File: config.mk
export PLATFORM = sky130hd
export DESIGN_NAME = apb_reg_responder
export DESIGN_NICKNAME = d
export VERILOG_FILES = /design/src/rtl/crypto_apb_pkg.sv /design/src/rtl/apb_reg_decode.sv /design/src/rtl/apb_reg_responder.sv
export SDC_FILE = /design/constraint.sdc
export NUM_CORES = 1
export LEC_CHECK = 0
export CAP_MARGIN = 5
export CORE_MARGIN = 2
export CORE_UTILIZATION = 50
export DETAILED_ROUTE_END_ITERATION = 10
export PLACE_DENSITY = 0.8
export SYNTH_ARGS = -nofsm -noshare
export SYNTH_HDL_FRONTEND = slang
export SYNTH_SLANG_ARGS = --single-unit
File: constraint.sdc
create_clock -name clk -period 2.5 [get_ports clk]
set_input_delay 0.25 -clock clk [delete_from_list [all_inputs] [get_ports clk]]
set_output_delay 0.25 -clock clk [all_outputs]
set_load 0.01 [all_outputs]
File: src/rtl/crypto_apb_pkg.sv
// Shared definitions for the crypto-accelerator APB register path:
// bus widths, responder FSM encoding and fixed register indices.
package crypto_apb_pkg;

  localparam int APB_DATA_W   = 16;
  localparam int APB_ADDR_W   = 20;
  localparam int APB_STRB_W   = 2;
  localparam int WAIT_CNT_W   = 4;

  localparam int ID_IDX       = 0;
  localparam int STATUS_IDX   = 1;
  localparam int FIRST_RW_IDX = 2;

  typedef enum logic [1:0] {
    ST_IDLE,
    ST_WAIT,
    ST_RESP,
    ST_DONE
  } apbState_e;

  // Merge new write data into an old register value, byte lane by byte lane
  function automatic logic [APB_DATA_W-1:0] applyStrobe(
    input logic [APB_DATA_W-1:0] oldVal,
    input logic [APB_DATA_W-1:0] newVal,
    input logic [APB_STRB_W-1:0] strb
  );
    logic [APB_DATA_W-1:0] res;
    res = oldVal;
    for (int b = 0; b < APB_STRB_W; b++) begin
      if (strb[b]) begin
        res[b*8 +: 8] = newVal[b*8 +: 8];
      end
    end
    return res;
  endfunction

endpackage

File: src/rtl/apb_reg_decode.sv
// Address decoder for the APB register responder: turns a byte address
// into a register index and flags every access that must be refused.
module apb_reg_decode
  import crypto_apb_pkg::*;
#(
  parameter logic [APB_ADDR_W-1:0] BASE_ADDR = 20'h00000,
  parameter int                    NUM_REGS  = 8,
  parameter int                    IDX_W     = 3
) (
  input  logic [APB_ADDR_W-1:0] paddr_i,
  input  logic                  pwrite_i,
  input  logic [APB_STRB_W-1:0] pstrb_i,
  output logic [IDX_W-1:0]      idx_o,
  output logic                  err_o
);

  logic [APB_ADDR_W-1:0] offset;
  logic [APB_ADDR_W-1:0] idxWide;
  logic                  belowBase;
  logic                  outOfRange;
  logic                  misaligned;
  logic                  roWrite;
  logic                  noStrobe;

  // Full-width index so addresses far above the map cannot alias onto a register
  always_comb begin
    offset     = paddr_i - BASE_ADDR;
    idxWide    = offset >> 1;
    belowBase  = (paddr_i < BASE_ADDR);
    outOfRange = (idxWide >= APB_ADDR_W'(NUM_REGS));
    misaligned = paddr_i[0];
    roWrite    = pwrite_i && (idxWide < APB_ADDR_W'(FIRST_RW_IDX));
    noStrobe   = pwrite_i && (pstrb_i == '0);
    err_o      = belowBase || outOfRange || misaligned || roWrite || noStrobe;
    idx_o      = idxWide[IDX_W-1:0];
  end

endmodule

File: src/rtl/apb_reg_responder.sv
// APB completer for the crypto-accelerator register map. Holds the ID and
// live-status registers plus a bank of RW configuration registers exported
// to the datapath, with a programmable number of wait states per transfer.
module apb_reg_responder
  import crypto_apb_pkg::*;
#(
  parameter logic [APB_ADDR_W-1:0] BASE_ADDR   = 20'h00000,
  parameter int                    NUM_REGS    = 8,
  parameter int                    WAIT_CYCLES = 1,
  parameter logic [APB_DATA_W-1:0] ID_VALUE    = 16'hC0DE,
  parameter logic [APB_DATA_W-1:0] RESET_VAL   = 16'h0000
) (
  input  logic                               clk,
  input  logic                               reset,
  input  logic                               psel,
  input  logic                               penable,
  input  logic                               pwrite,
  input  logic [APB_STRB_W-1:0]              pstrb,
  input  logic [APB_ADDR_W-1:0]              paddr,
  input  logic [APB_DATA_W-1:0]              pwdata,
  input  logic [APB_DATA_W-1:0]              status_in,
  output logic [APB_DATA_W-1:0]              prdata,
  output logic                               pready,
  output logic                               pslverr,
  output logic [APB_DATA_W*(NUM_REGS-2)-1:0] cfg_o
);

  localparam int NUM_RW = NUM_REGS - FIRST_RW_IDX;
  localparam int IDX_W  = $clog2(NUM_REGS);

  apbState_e               state_q, state_d;
  logic [WAIT_CNT_W-1:0]   cnt_q, cnt_d;
  logic                    capture;
  logic                    respNext;

  logic                    wr_q;
  logic [APB_STRB_W-1:0]   strb_q;
  logic [APB_ADDR_W-1:0]   addr_q;
  logic [APB_DATA_W-1:0]   wdata_q;

  logic                    curWrite;
  logic [APB_STRB_W-1:0]   curStrb;
  logic [APB_ADDR_W-1:0]   curAddr;
  logic [APB_DATA_W-1:0]   curWdata;

  logic [IDX_W-1:0]        decIdx;
  logic                    decErr;
  logic [APB_DATA_W-1:0]   readData;

  logic [APB_DATA_W-1:0]   rwRegs_q [NUM_RW];
  logic [APB_DATA_W-1:0]   status_q;
  logic [APB_DATA_W-1:0]   prdata_q;
  logic                    pready_q;
  logic                    pslverr_q;

  // In IDLE the request is still on the bus (zero-wait responses use it directly);
  // afterwards the copy captured at access-phase detect is used
  always_comb begin
    curWrite = (state_q == ST_IDLE) ? pwrite : wr_q;
    curStrb  = (state_q == ST_IDLE) ? pstrb  : strb_q;
    curAddr  = (state_q == ST_IDLE) ? paddr  : addr_q;
    curWdata = (state_q == ST_IDLE) ? pwdata : wdata_q;
  end

  apb_reg_decode #(
    .BASE_ADDR (BASE_ADDR),
    .NUM_REGS  (NUM_REGS),
    .IDX_W     (IDX_W)
  ) u_decode (
    .paddr_i  (curAddr),
    .pwrite_i (curWrite),
    .pstrb_i  (curStrb),
    .idx_o    (decIdx),
    .err_o    (decErr)
  );

  // Next-state logic; DONE holds until the requester drops its access phase
  always_comb begin
    state_d = state_q;
    cnt_d   = cnt_q;
    capture = 1'b0;
    unique case (state_q)
      ST_IDLE: begin
        if (psel && penable) begin
          capture = 1'b1;
          cnt_d   = WAIT_CNT_W'(WAIT_CYCLES);
          state_d = (WAIT_CYCLES > 0) ? ST_WAIT : ST_RESP;
        end
      end
      ST_WAIT: begin
        if (!psel || !penable) begin
          state_d = ST_IDLE;
        end else if (cnt_q == WAIT_CNT_W'(1)) begin
          state_d = ST_RESP;
        end else begin
          cnt_d = cnt_q - WAIT_CNT_W'(1);
        end
      end
      ST_RESP: begin
        state_d = ST_DONE;
      end
      ST_DONE: begin
        if (!psel || !penable) begin
          state_d = ST_IDLE;
        end
      end
      default: begin
        state_d = ST_IDLE;
      end
    endcase
    respNext = (state_d == ST_RESP);
  end

  // State register and request capture
  always_ff @(posedge clk) begin
    if (reset) begin
      state_q <= ST_IDLE;
      cnt_q   <= '0;
      wr_q    <= 1'b0;
      strb_q  <= '0;
      addr_q  <= '0;
      wdata_q <= '0;
    end else begin
      state_q <= state_d;
      cnt_q   <= cnt_d;
      if (capture) begin
        wr_q    <= pwrite;
        strb_q  <= pstrb;
        addr_q  <= paddr;
        wdata_q <= pwdata;
      end
    end
  end

  // Read mux over ID constant, sampled status and the RW bank
  always_comb begin
    readData = '0;
    if (decIdx == IDX_W'(ID_IDX)) begin
      readData = ID_VALUE;
    end else if (decIdx == IDX_W'(STATUS_IDX)) begin
      readData = status_q;
    end else begin
      for (int i = 0; i < NUM_RW; i++) begin
        if (decIdx == IDX_W'(i + FIRST_RW_IDX)) begin
          readData = rwRegs_q[i];
        end
      end
    end
  end

  // Response outputs are loaded on the edge that enters RESP, so they last one cycle
  always_ff @(posedge clk) begin
    if (reset) begin
      pready_q  <= 1'b0;
      pslverr_q <= 1'b0;
      prdata_q  <= '0;
    end else begin
      pready_q  <= respNext;
      pslverr_q <= respNext && decErr;
      prdata_q  <= (respNext && !decErr && !curWrite) ? readData : '0;
    end
  end

  // RW bank: a write lands together with its response; refused writes change nothing
  always_ff @(posedge clk) begin
    if (reset) begin
      for (int i = 0; i < NUM_RW; i++) begin
        rwRegs_q[i] <= RESET_VAL;
      end
    end else if (respNext && curWrite && !decErr) begin
      for (int i = 0; i < NUM_RW; i++) begin
        if (decIdx == IDX_W'(i + FIRST_RW_IDX)) begin
          rwRegs_q[i] <= applyStrobe(rwRegs_q[i], curWdata, curStrb);
        end
      end
    end
  end

  // Live status is resampled every cycle so reads see last cycle's value
  always_ff @(posedge clk) begin
    if (reset) begin
      status_q <= '0;
    end else begin
      status_q <= status_in;
    end
  end

  // Pack the RW bank for the datapath, lowest RW register in the LSBs
  always_comb begin
    cfg_o = '0;
    for (int i = 0; i < NUM_RW; i++) begin
      cfg_o[i*APB_DATA_W +: APB_DATA_W] = rwRegs_q[i];
    end
  end

  assign prdata  = prdata_q;
  assign pready  = pready_q;
  assign pslverr = pslverr_q;

endmodule

### Word-level counts from Yosys, hierarchy flattened

Memory sizes are Yosys's and may differ from the RTL's.
Cells that the tools add are included.

| storage, ports and cells | value |
|---|---|
| output and inout port bits | 114 |
| memory bits (read-only) | 0 |
| bits in latches | 0 |
| flip-flop bits (word level) | 79 |
| memories | 1 |
| memory bits (writable) | 96 |
| word-level logic and storage cells | 165 |
| input bits | 59 |

| cells by class | value |
|---|---|
| div/mod/pow operators | 0 |
| multipliers | 0 |
| bitwise gates (word level) | 7 |
| order comparisons | 3 |
| reduce and logical (&&, ||, !) cells | 24 |
| shifts and indexed selects | 0 |
| $add $sub $neg | 1 |
| equality and inequality tests | 15 |
| mux-type cells | 103 |

Memories:

| name | words | width | rd ports | clocked after memory_dff | write ports | line | source |
|---|---|---|---|---|---|---|---|
| rwRegs_q | 6 | 16 | 6 | 0 | 6 | apb_reg_responder.sv:50 | `logic [APB_DATA_W-1:0] rwRegs_q [NUM_RW];` |

Operators by type and width:

| operator | count |
|---|---|
| $mux W8 | 48 |
| $mux W16 | 15 |
| $mux W1 | 29 |
| $lt A20 B1 Y1 const B | 1 |
| $mux W20 | 1 |
| $ge A19 B4 Y1 const B | 1 |
| $lt A19 B2 Y1 const B | 1 |
| $eq A3 B3 Y1 const B | 4 |
| $mux W4 | 3 |
| $mux W2 | 5 |
| $logic_and A1 B1 Y1 | 8 |
| $pmux W2 S4 | 1 |
| $pmux W4 S2 | 1 |
| $eq A2 B2 Y1 const B | 3 |
| $eq A3 B2 Y1 const B | 2 |
| $or A1 B1 Y1 | 6 |
| $logic_or A1 B1 Y1 | 5 |
| $eq A4 B1 Y1 const B | 1 |
| $logic_not A1 Y1 | 4 |
| $logic_not A2 Y1 | 2 |
| $ne A2 B2 Y1 const B | 2 |
| $reduce_and A4 Y1 | 1 |
| $sub A4 B1 Y4 const B | 1 |
| $eq A3 B1 Y1 const B | 1 |
| 7 further kinds | 7 |

### Longest topological paths before layout

Gate-level depths: netlist (run 1).

| depth | value |
|---|---|
| depth in word-level cells | 13 |
| depth in mapped cells | 8 |

### By module

From an unflattened synthesis (run 1), not the netlist that was laid out.

| unflattened totals | value |
|---|---|
| cell total of the unflattened synthesis | 719 |
| area, all modules | 7766.2 sq um |

By module, submodules not included:

| module | area each (sq um) | instances | cells an instance |
|---|---|---|---|
| apb_reg_responder | 7696.1 | 1 | 709 |
| apb_reg_decode | 70.1 | 1 | 10 |

### Worst setup path before layout (run 1)

OpenSTA, ideal clock, no wires.

| path | value |
|---|---|
| kind | register to register |
| from | register addr_q[4] |
| to | memory rwRegs_q[0][10] (enable) |
| period minus slack after synthesis | 2.297 ns |
| setup slack | 0.203 ns |
| setup time | 0.313 ns |
| data required time | 2.187 ns |
| stages on the path, launching flop included | 6 |
| path buffers | 1 |
| arrival time | 1.985 ns |
| cells stage by stage | dfxtp_1 or4_1 or4_4 nor3b_1 buf_2 a31o_2 |

RTL lines:

| item | line | source |
|---|---|---|
| start, declared | apb_reg_responder.sv:38 | `logic [APB_ADDR_W-1:0] addr_q;` |
| start signal, assigned | apb_reg_responder.sv:129 | `addr_q <= paddr;` |
| end, declared | apb_reg_responder.sv:50 |  |

==> metrics.txt, run 1 <==
status=finished clean; DIE AREA=roughly 16,000 sq um; Buf/Inv on CP=1; Cell variety after synth=50; FF+latch count, synth=175; hold-fix buffers at CTS=0; Final Hold Fails=0; Buffers on Ports=between 150 and 200; unrepaired setup endpoints after global routing=true; worst-path fanout max=12; Worst setup SP type=register; Sw Share=0.226; H-tree depth=4; cell area after synthesis=about 7300 sq um; most common library cells after synthesis=111 x nand2_1, 105 x nor2_1, 96 x edfxtp_1, 79 x dfxtp_1, 57 x a21oi_1; largest net degree at the start of global routing=74; Worst IR Drop VDD=0.000444 V; Slowest cell on crit path=or4_1; Avg WL per Cell=about 20 microns; NetSw=between 0.0015 and 0.002 W; Die Wd=around 120 microns; post-layout util=0.696; number of max-cap violations=0; max_slew headroom=0.494; endpoint type of the worst setup path=register; power share of the clock group=0.421; io pins=between 150 and 200; static leakage=roughly 3.6 nW; Final setup violation count=0; Rows=between 40 and 50; synth top area cells=edfxtp_1 40%, dfxtp_1 22%, nand2_1 5.7%; Fmax=between 0.4 and 0.5 GHz; layout cells sized above 1=0.115; Setup Skew=around 0.0075 ns; global-route wire length before repair=~33,000 microns; nets=between 900 and 1,000; DR pass1 iterations=5; chip height=between 100 and 150 microns; share of the synthesized area in the top cell type=0.396; Inserted Diodes=0; initial antenna violation count=0; Avg Synthesized Cell Area=~11 sq um; largest area contributor in the netlist=edfxtp_1; final WL=between 20,000 and 25,000 microns; Tcrit/Tclk final=0.961; Reg power frac=0.471; GPL Wtd Cong=0.874; Inst Count DP=around 1,000; vias in the first global route=between 6,000 and 7,000; Final Instance Count excl. Fillers=roughly 1,100; CP Data Arrival Time=roughly 2.5 ns; clk slew on worst S/H paths=roughly 0.060 ns; power per cell area=between 600 and 700 nW/um^2; Avg Vias per Cell=5.93; fin. max-slew vios=0; initial core utilization=0.507; Syn-to-layout area delta=37.4%; delay-heaviest family, CP=simple AND/OR/NAND/NOR gates; Post-synth EDFFs=96; slowest stage delay, CP=0.51 ns; DRC errors left=0; clock sinks=between 150 and 200; Final ANT Viol Nets=0; worst slew pin tran=around 0.75 ns; CTS buffer count=17; Worst EP required=approximately 2.6 ns; post-DP HPWL=15,000 microns; Comb power frac=0.109; core area=about 14,000 sq um; CTS tree=done; Tot GR Track Use=0.270; minimum clock period after layout=~2.4 ns; Max clock buf depth=2; critical path type=reg -> reg; ys flop type=edfxtp_1; most common cell in the netlist=nand2_1; Pint=0.00527 W; Iteration-0 DRC Markers=674; register area share after synthesis=0.613; Synth Instances=about 690; clk_lat worst skew=roughly 0.43 ns; clk root buf=clkbuf_16; worst hold path type=in -> reg; yosys warns=0; CP cell instances=or4_1, or4_4, nor3b_1, buf_4, a41o_2; DR vias=6,287; Async S/R FF share, synth=0; post-synth net total=749; global route overflow=0
## metal layers
layer,wire length (microns),GRT usage,vias up
li1,-,-,2854
met1,7980,0.348,2955
met2,10300,0.433,423
met3,2270,0.0735,55
met4,589,0.114,0
met5,0,0,-
## power by group through the flow
| stage | logic (W) | registers, W | clock network, W |
|---|---|---|---|
| floorplan | 0.000346 | 0.00326 | 0 |
| global placement | 0.000699 | 0.00326 | 0 |
| detailed placement | 0.000723 | 0.00326 | 0 |
| CTS | 0.000731 | 0.00320 | 0.00288 |
| global route | 0.000791 | 0.00321 | 0.00299 |
| finish | 0.000739 | 0.00320 | 0.00286 |
## layout by cell type (no fill, tap or decap), drive strengths merged, types with 4 or more instances in the layout
cell / Yosys / routed
o221ai: 8 / 8
o211a: 9 / 9
a31o: 11 / 11
o2111a: 7 / 7
a21oi: 57 / 57
nand4: 5 / 5
mux2: 18 / 18
o21ai: 12 / 12
nor2b: 16 / 16
nor3: 6 / 6
nand2: 111 / 111
clkdlybuf4s50: 0 / 171
nor4: 7 / 7
a31oi: 9 / 9
a22oi: 22 / 22
clkbuf: 35 / 21
a221oi: 10 / 10
edfxtp: 96 / 96
buf: 13 / 33
dfxtp: 79 / 79
nand3: 13 / 13
bufinv: 0 / 5
nor2: 105 / 105
or4: 4 / 4
## worst reg2reg max path: cells and delay by family, from the launching register on
kind / cells / cell delay (ns)
buffers and inverters: 1 / 0.24
AO/OA/AOI/OAI: 1 / 0.35
AND/OR/NAND/NOR: 3 / 1.19
flip-flops: 1 / 0.31
## final cells by class
type / count / area, sq um
Clock buffer: 21 / 450
Clock inverter: 11 / 188
Fill cell: 990 / 4370
Inverter: 2 / 7.51
Multi-Input combinational cell: 463 / 2630
Sequential cell: 175 / 4460
Tap cell: 184 / 230
Timing Repair Buffer: 204 / 2030
## final timing paths
path                                        to  cells past startpoint       start  slack, ns
worst max-delay path            rwRegs_q[1][0]                      5   addr_q[4]        0.1
worst min-delay path                    pready                      3       reset       0.21
worst max register to register  rwRegs_q[1][0]                      5   addr_q[4]        0.1
worst min register to register      wdata_q[4]                      2  wdata_q[4]       0.45
## state kept, by name, indices dropped and copies added (netlist names)
| register | count |
|---|---|
| rwRegs_q | 96 |
| pready | 1 |
| addr_q | 20 |
| cnt_q | 4 |
| state_q | 2 |
| prdata | 16 |
| wdata_q | 16 |
| status_q | 16 |
| pslverr | 1 |
| wr_q | 1 |
| strb_q | 2 |
## timing repair
action	CTS	global route
resized for setup	2	1
endpoints found under the setup margin	16	8
setup buffers	0	0
## cell families (layout without fill, tap and decap cells)
| kind of cell | Yosys count | count (layout) | synth area share |
|---|---|---|---|
| AND/OR/NAND/NOR | 281 | 281 | 0.169 |
| flip-flops | 175 | 175 | 0.613 |
| AO/OA/AOI/OAI | 159 | 159 | 0.154 |
| buffers and inverters | 50 | 238 | 0.0289 |
| multiplexers | 19 | 19 | 0.0292 |
| adder cells (fa/ha/maj) | 2 | 2 | 0.00344 |
| XOR/XNOR | 2 | 2 | 0.00241 |
## stage by stage
step / power [W] / hold WS (ns) / instance area (sq um) / TNS [ns] / worst slack [ns]
floorplan: 0.00361 / 0.376 / 7280 / 0 / 0.203
global placement: 0.00396 / 0.439 / 9350 / -0.725 / -0.0523
detailed placement: 0.00398 / 0.446 / 9350 / -0.239 / -0.0248
CTS: 0.00681 / 0.191 / 9990 / 0 / 0.0779
global route: 0.00699 / 0.205 / 10000 / 0 / 0.00208
finish: 0.00680 / 0.206 / 10000 / 0 / 0.0978
Power figures use the tool's default switching activity.
==> run 2, diff against run 1 <==
--- a/config.mk
+++ b/config.mk
@@ -10,6 +10,7 @@
 export CORE_UTILIZATION = 50
 export DETAILED_ROUTE_END_ITERATION = 10
 export PLACE_DENSITY = 0.8
+export REMOVE_ABC_BUFFERS = 1
 export SYNTH_ARGS = -nofsm -noshare
 export SYNTH_HDL_FRONTEND = slang
 export SYNTH_SLANG_ARGS = --single-unit
==> constraint.sdc (replaced) <==
create_clock -name clk -period 2.4 [get_ports clk]
set_input_delay 0.24 -clock clk [delete_from_list [all_inputs] [get_ports clk]]
set_output_delay 0.24 -clock clk [all_outputs]
set_load 0.01 [all_outputs]
==> run 2 against run 1 <==
Effect of this change:
- combinational power up 8.3%
- first-iteration DRC count up 17%
- final area up 0.80%
- clock-buffer cell count down 4
- die area unchanged
- global-route usage up 0.57 points
- core utilization up 0.56 points
- wire length up 1.6%
- setup slack worse by 0.031 ns
- non-clock buffer count up 14
- highest routed layer unchanged
==> metrics.txt, run 2 (synthesized netlist as in run 1, its figures left out) <==
fin. max-slew vios=0 (unchanged); Post-DP Area=9470 sq um (was 9350 sq um); power per cell area=675 nW/um^2 (was 680 nW/um^2); delay-heaviest family, CP=simple AND/OR/NAND/NOR gates (unchanged); global-route wire length before repair=33,600 microns (was 32,900 microns); clk slew on worst S/H paths=0.07 ns (was 0.06 ns); CP Data Arrival Time=2.48 ns (was 2.52 ns); DIE AREA=15,500 sq um (unchanged); worst hold path type=in -> reg (unchanged); DRC errors left=0 (unchanged); largest net degree at the start of global routing=62 (was 74); CTS tree=done (unchanged); HP Start=reset (unchanged); Max clock buf depth=2 (unchanged); Syn-to-layout area delta=38.5% (was 37.4%); number of flip-flops in the largest register=96 (unchanged); H-tree depth=4 (unchanged); Setup Buffers After CTS=0 (unchanged); number of max-cap violations=0 (unchanged); most common cell after layout, fill and taps aside=clkdlybuf4s50_1 (unchanged); clock sinks=175 (unchanged); Setup Skew=0.00847 ns (was 0.00747 ns); Final setup violation count=0 (unchanged); Die Wd=125 microns (unchanged); max_slew headroom=0.510 (was 0.494); vias in the first global route=6,243 (was 6,078); Tot GR Track Use=0.276 (was 0.270); io pins=173 (unchanged); Largest Register=rwRegs_q (unchanged); minimum clock period after layout=2.33 ns (was 2.40 ns); final WL=21,500 microns (was 21,200 microns); Iteration-0 DRC Markers=789 (was 674); initial core utilization=0.507 (unchanged); r2r startpoint=addr_q[4] (unchanged); nets=938 (was 924); layout cells sized above 1=0.131 (was 0.115); CTS buffer count=17 (unchanged); clk_lat worst skew=0.43 ns (about the same); initial antenna violation count=0 (unchanged); Inserted Diodes=0 (unchanged); CP cell instances=or4_1, or4_4, nor3b_2, buf_6, a41o_1, buf_12 (was or4_1, or4_4, nor3b_1, buf_4, a41o_2); critical path type=reg -> reg (unchanged); post-layout util=0.702 (was 0.696); TNS Setup=0 ns (unchanged); most frequent cells in the layout=171 x clkdlybuf4s50_1, 111 x nand2_1, 104 x nor2_1, 96 x edfxtp_1, 79 x dfxtp_1 (unchanged); unrepaired setup endpoints after global routing=false (was true); Worst IR Drop VDD=0.000528 V (was 0.000444 V); Final Hold Fails=0 (unchanged); core area=14,400 sq um (unchanged); global route overflow=0 (unchanged); Avg Vias per Cell=6.05 (was 5.93); Buffers on Ports=172 (unchanged); DR vias=6,501 (was 6,287); endpoint type of the worst setup path=register (unchanged); status=finished clean (unchanged); post-DP HPWL=15,300 microns (was 15,000 microns); chip height=125 microns (unchanged); fin area=10,100 sq um (was 10,000 sq um); Slowest cell on crit path=or4_1 (unchanged); Worst setup SP type=register (unchanged); Fmax=0.429 GHz (was 0.416 GHz); Final Instance Count excl. Fillers=1,074 (was 1,060); hold-fix buffers at CTS=0 (unchanged); Avg WL per Cell=20.0 microns (about the same); DR pass1 iterations=6 (was 5); GPL Wtd Cong=0.918 (was 0.874); Rows=44 (unchanged); Largest regs=rwRegs_q x96, addr_q x20 (unchanged); static leakage=3.59 nW (was 3.57 nW); Buf/Inv on CP=2 (was 1); Tcrit/Tclk final=0.972 (was 0.961); worst-path fanout max=12 (unchanged); worst slew pin tran=0.735 ns (was 0.753 ns); Worst EP required=2.55 ns (was 2.62 ns); Inst Count DP=1,042 (was 1,028); slowest stage delay, CP=0.52 ns (was 0.51 ns); clk root buf=clkbuf_16 (unchanged); Setup crit start=addr_q[4] (unchanged); Final ANT Viol Nets=0 (unchanged)
## run 2: changes by cell type in the layout (fill, tap and decap cells not counted), moves of 3 or more
cell,previous run,this run
buf_4,26,37
bufinv_16,5,2
clkbuf_1,3,0
clkinv_1,1,4
## run 2: what timing repair did
action | CTS | global route
pin swaps | 0 | 0
resized for setup | 1 | 6
endpoints found under the setup margin | 8 | 159
## run 2: layout make-up
class | instances | area, sq um
Clock inverter | 15 | 145
Fill cell | 976 | 4290
Timing Repair Buffer | 218 | 2160
Tap cell | 184 | 230
Sequential cell | 175 | 4460
Clock buffer | 17 | 425
Multi-Input combinational cell | 463 | 2650
Inverter | 2 | 7.51
## run 2: worst min-delay path, delay by kind of cell
kind | cells | cell delay [ns]
buffers and inverters | 2 | 0.33
AND/OR/NAND/NOR | 1 | 0.08
## run 2: power by group
part           switching, W  leakage [nW]  internal [W]  total, W
clock               0.00115         0.262       0.00152   0.00267
combinational      0.000428          1.69      0.000372  0.000800
sequential        0.0000752          1.64       0.00326   0.00334
## run 2: per-layer routing
metal  routed length (microns)  track usage  up-vias  part of all wire
met4                       575        0.104        0             0.027
met3                      2140       0.0601       56             0.099
li1                          -            -     2885                 -
met5                         0            0        -                 0
met1                      8010        0.345     3127              0.37
met2                     10800        0.472      433              0.50
## run 2: final timing paths
kind	end	slack (ns)	cells past startpoint
max reg2reg	rwRegs_q[1][9]	0.07	6
min	pready	0.28	3
min reg2reg	wdata_q[3]	0.45	2
max	rwRegs_q[1][9]	0.07	6
## run 2: per-stage QoR
| step | hold slack (ns) | total power, W | setup WS [ns] |
|---|---|---|---|
| after floorplan | 0.309 | 0.00373 | -1.31 |
| after global placement | 0.438 | 0.00414 | -0.142 |
| after detailed placement | 0.445 | 0.00417 | -0.187 |
| after CTS | 0.261 | 0.00679 | 0.0103 |
| after global routing | 0.269 | 0.00700 | 0.00886 |
| final | 0.280 | 0.00681 | 0.0670 |
==> run 3, diff against run 2 <==
--- a/config.mk
+++ b/config.mk
@@ -10,7 +10,9 @@
 export CORE_UTILIZATION = 50
 export DETAILED_ROUTE_END_ITERATION = 10
 export PLACE_DENSITY = 0.8
+export RECOVER_POWER = 100
 export REMOVE_ABC_BUFFERS = 1
+export SETUP_SLACK_MARGIN = 0.2
 export SYNTH_ARGS = -nofsm -noshare
 export SYNTH_HDL_FRONTEND = slang
 export SYNTH_SLANG_ARGS = --single-unit
==> run 3 against run 2 <==
Effect of this change:
- sequential share of layout area is 0.99 points lower
- via count is 0.89% higher
- hold slack better by 0.086 ns
- non-clock buffer count is 4 higher
- fmax is 4.3% lower
- the run now ends with setup timing left
- critical path depth is 2 higher
- sequential cell count stayed put
- first-iteration DRC count is 1.3% higher
- largest cell class unchanged
- core utilization is 1.6 points higher
- final area is 2.3% higher
- global-route usage is 0.25 points higher
- wire length is 2.2% higher
==> metrics.txt, run 3 (synthesized netlist as in run 1, its figures left out) <==
NetSw=0.00165 W (about the same); largest net degree at the start of global routing=62 (unchanged); DIE AREA=15,500 sq um (unchanged); layout cells sized above 1=0.183 (was 0.131); core area=14,400 sq um (unchanged); Rows=44 (unchanged); io pins=173 (unchanged); power share of the clock group=0.392 (about the same); most frequent cells in the layout=114 x dlygate4sd3_1, 111 x nand2_1, 96 x edfxtp_1, 78 x dfxtp_1, 61 x nor2_1 (was 171 x clkdlybuf4s50_1, 111 x nand2_1, 104 x nor2_1, 96 x edfxtp_1, 79 x dfxtp_1); worst hold path type=in -> reg (unchanged); Final Hold Fails=0 (unchanged); Final setup violation count=13 (was 0); Worst setup SP type=register (unchanged); post-DP HPWL=15,300 microns (unchanged); total power=0.00679 W (was 0.00681 W); static leakage=3.85 nW (was 3.59 nW); Iteration-0 DRC Markers=799 (was 789); H-tree depth=4 (unchanged); initial antenna violation count=0 (unchanged); Reg power frac=0.491 (was 0.490); clk_lat worst skew=0.43 ns (about the same); Worst IR Drop VDD=0.000541 V (was 0.000528 V); clk slew on worst S/H paths=0.07 ns (about the same); endpoint type of the worst setup path=register (unchanged); DR vias=6,559 (was 6,501); GPL Wtd Cong=0.918 (unchanged); clk root buf=clkbuf_16 (unchanged); CTS tree=done (unchanged); worst-path fanout max=8 (was 12); vias in the first global route=6,284 (was 6,243); Max clock buf depth=2 (unchanged); Tot GR Track Use=0.279 (was 0.276); Avg WL per Cell=20.4 microns (was 20.0 microns); global-route wire length before repair=33,800 microns (was 33,600 microns); Die Wd=125 microns (unchanged); number of flip-flops in the largest register=96 (unchanged); unrepaired setup endpoints after global routing=true (was false); Comb power frac=0.117 (was 0.118); Final ANT Viol Nets=0 (unchanged); Final Hold Slack=0.366 ns (was 0.280 ns); Inserted Diodes=0 (unchanged); CP Data Arrival Time=2.72 ns (was 2.48 ns); worst slew pin tran=1.37 ns (was 0.735 ns); Sw Share=0.243 (about the same); power per cell area=658 nW/um^2 (was 675 nW/um^2); global route overflow=0 (unchanged); DR pass1 iterations=6 (unchanged); Fmax=0.410 GHz (was 0.429 GHz); minimum clock period after layout=2.44 ns (was 2.33 ns); Setup Skew=0.00799 ns (was 0.00847 ns); Buffers on Ports=172 (unchanged); status=finished with violations (was finished clean); Pint=0.00514 W (was 0.00515 W); Syn-to-layout area delta=41.7% (was 38.5%); nets=942 (was 938); Avg Vias per Cell=6.08 (was 6.05); number of max-cap violations=0 (unchanged); max_slew headroom=0.0863 (was 0.510); critical path type=reg -> reg (unchanged); failing checks=setup timing; initial core utilization=0.507 (unchanged); chip height=125 microns (unchanged); Worst EP required=2.68 ns (was 2.55 ns); fin. max-slew vios=0 (unchanged); TNS Setup=-0.207 ns (was 0 ns); clock sinks=175 (unchanged); final WL=22,000 microns (was 21,500 microns); post-layout util=0.718 (was 0.702); Tcrit/Tclk final=1.02 (was 0.972); Largest regs=rwRegs_q x96, addr_q x20 (unchanged); DRC errors left=0 (unchanged); most common cell after layout, fill and taps aside=dlygate4sd3_1 (was clkdlybuf4s50_1); CTS buffer count=17 (unchanged); Largest Register=rwRegs_q (unchanged); Final WS setup=-0.0378 ns (was 0.0670 ns)
==> run 3: cell type report <==
class	instances	area (sq um)
clock buffer	17	425
timing repair buffer	222	2230
clock inverter	15	145
tap	184	230
multi-input combinational	463	2810
sequential	175	4470
fill	941	4060
inverter	2	7.51
==> run 3: worst paths after layout <==
path,startpoint,endpoint,slack (ns),cells after the start
min reg2reg,wdata_q[3],wdata_q[3],0.45,2
max,addr_q[4],rwRegs_q[5][5],-0.04,8
max reg2reg,addr_q[4],rwRegs_q[5][5],-0.04,8
min,status_in[2],status_q[2],0.37,2
==> run 3: power by group through the flow <==
stage	clock, W	sequential [W]	combinational (W)
2_1_floorplan	0	0.00340	0.000325
6_report	0.00266	0.00333	0.000793
4_1_cts	0.00268	0.00333	0.000799
3_3_place_gp	0	0.00339	0.000752
3_5_place_dp	0	0.00340	0.000778
5_1_grt	0.00280	0.00334	0.000847
==> run 3: routing by layer <==
layer | global-route usage | part of all wire
met5 | 0 | 0
met4 | 0.0958 | 0.025
met3 | 0.0640 | 0.095
met2 | 0.477 | 0.51
met1 | 0.349 | 0.37
==> run 3: through the flow <==
stage,instances,cell area [sq um],setup WS [ns]
floorplan,640,7080,-1.31
global placement,1042,9470,-0.142
detailed placement,1042,9470,-0.187
CTS,1076,10200,0.0421
global route,1078,10300,-0.111
finish,1078,10300,-0.0378
==> run 3: timing repair <==
item,CTS,global route
cloned,1,1
endpoints found under the setup margin,201,208
buffers inserted,1,1
pin swaps,7,6
resized for setup,28,41
hold buffers,0,0
==> run 3: critical path, stage by stage, from the launching register on <==
cell and delay [ns]:
dfxtp_2 0.32, or4_1 0.52, or4_4 0.45, buf_4 0.16, o22ai_4 0.23, nand4_1 0.19
buf_6 0.18, clkbuf_16 0.15, nor2_1 0.09
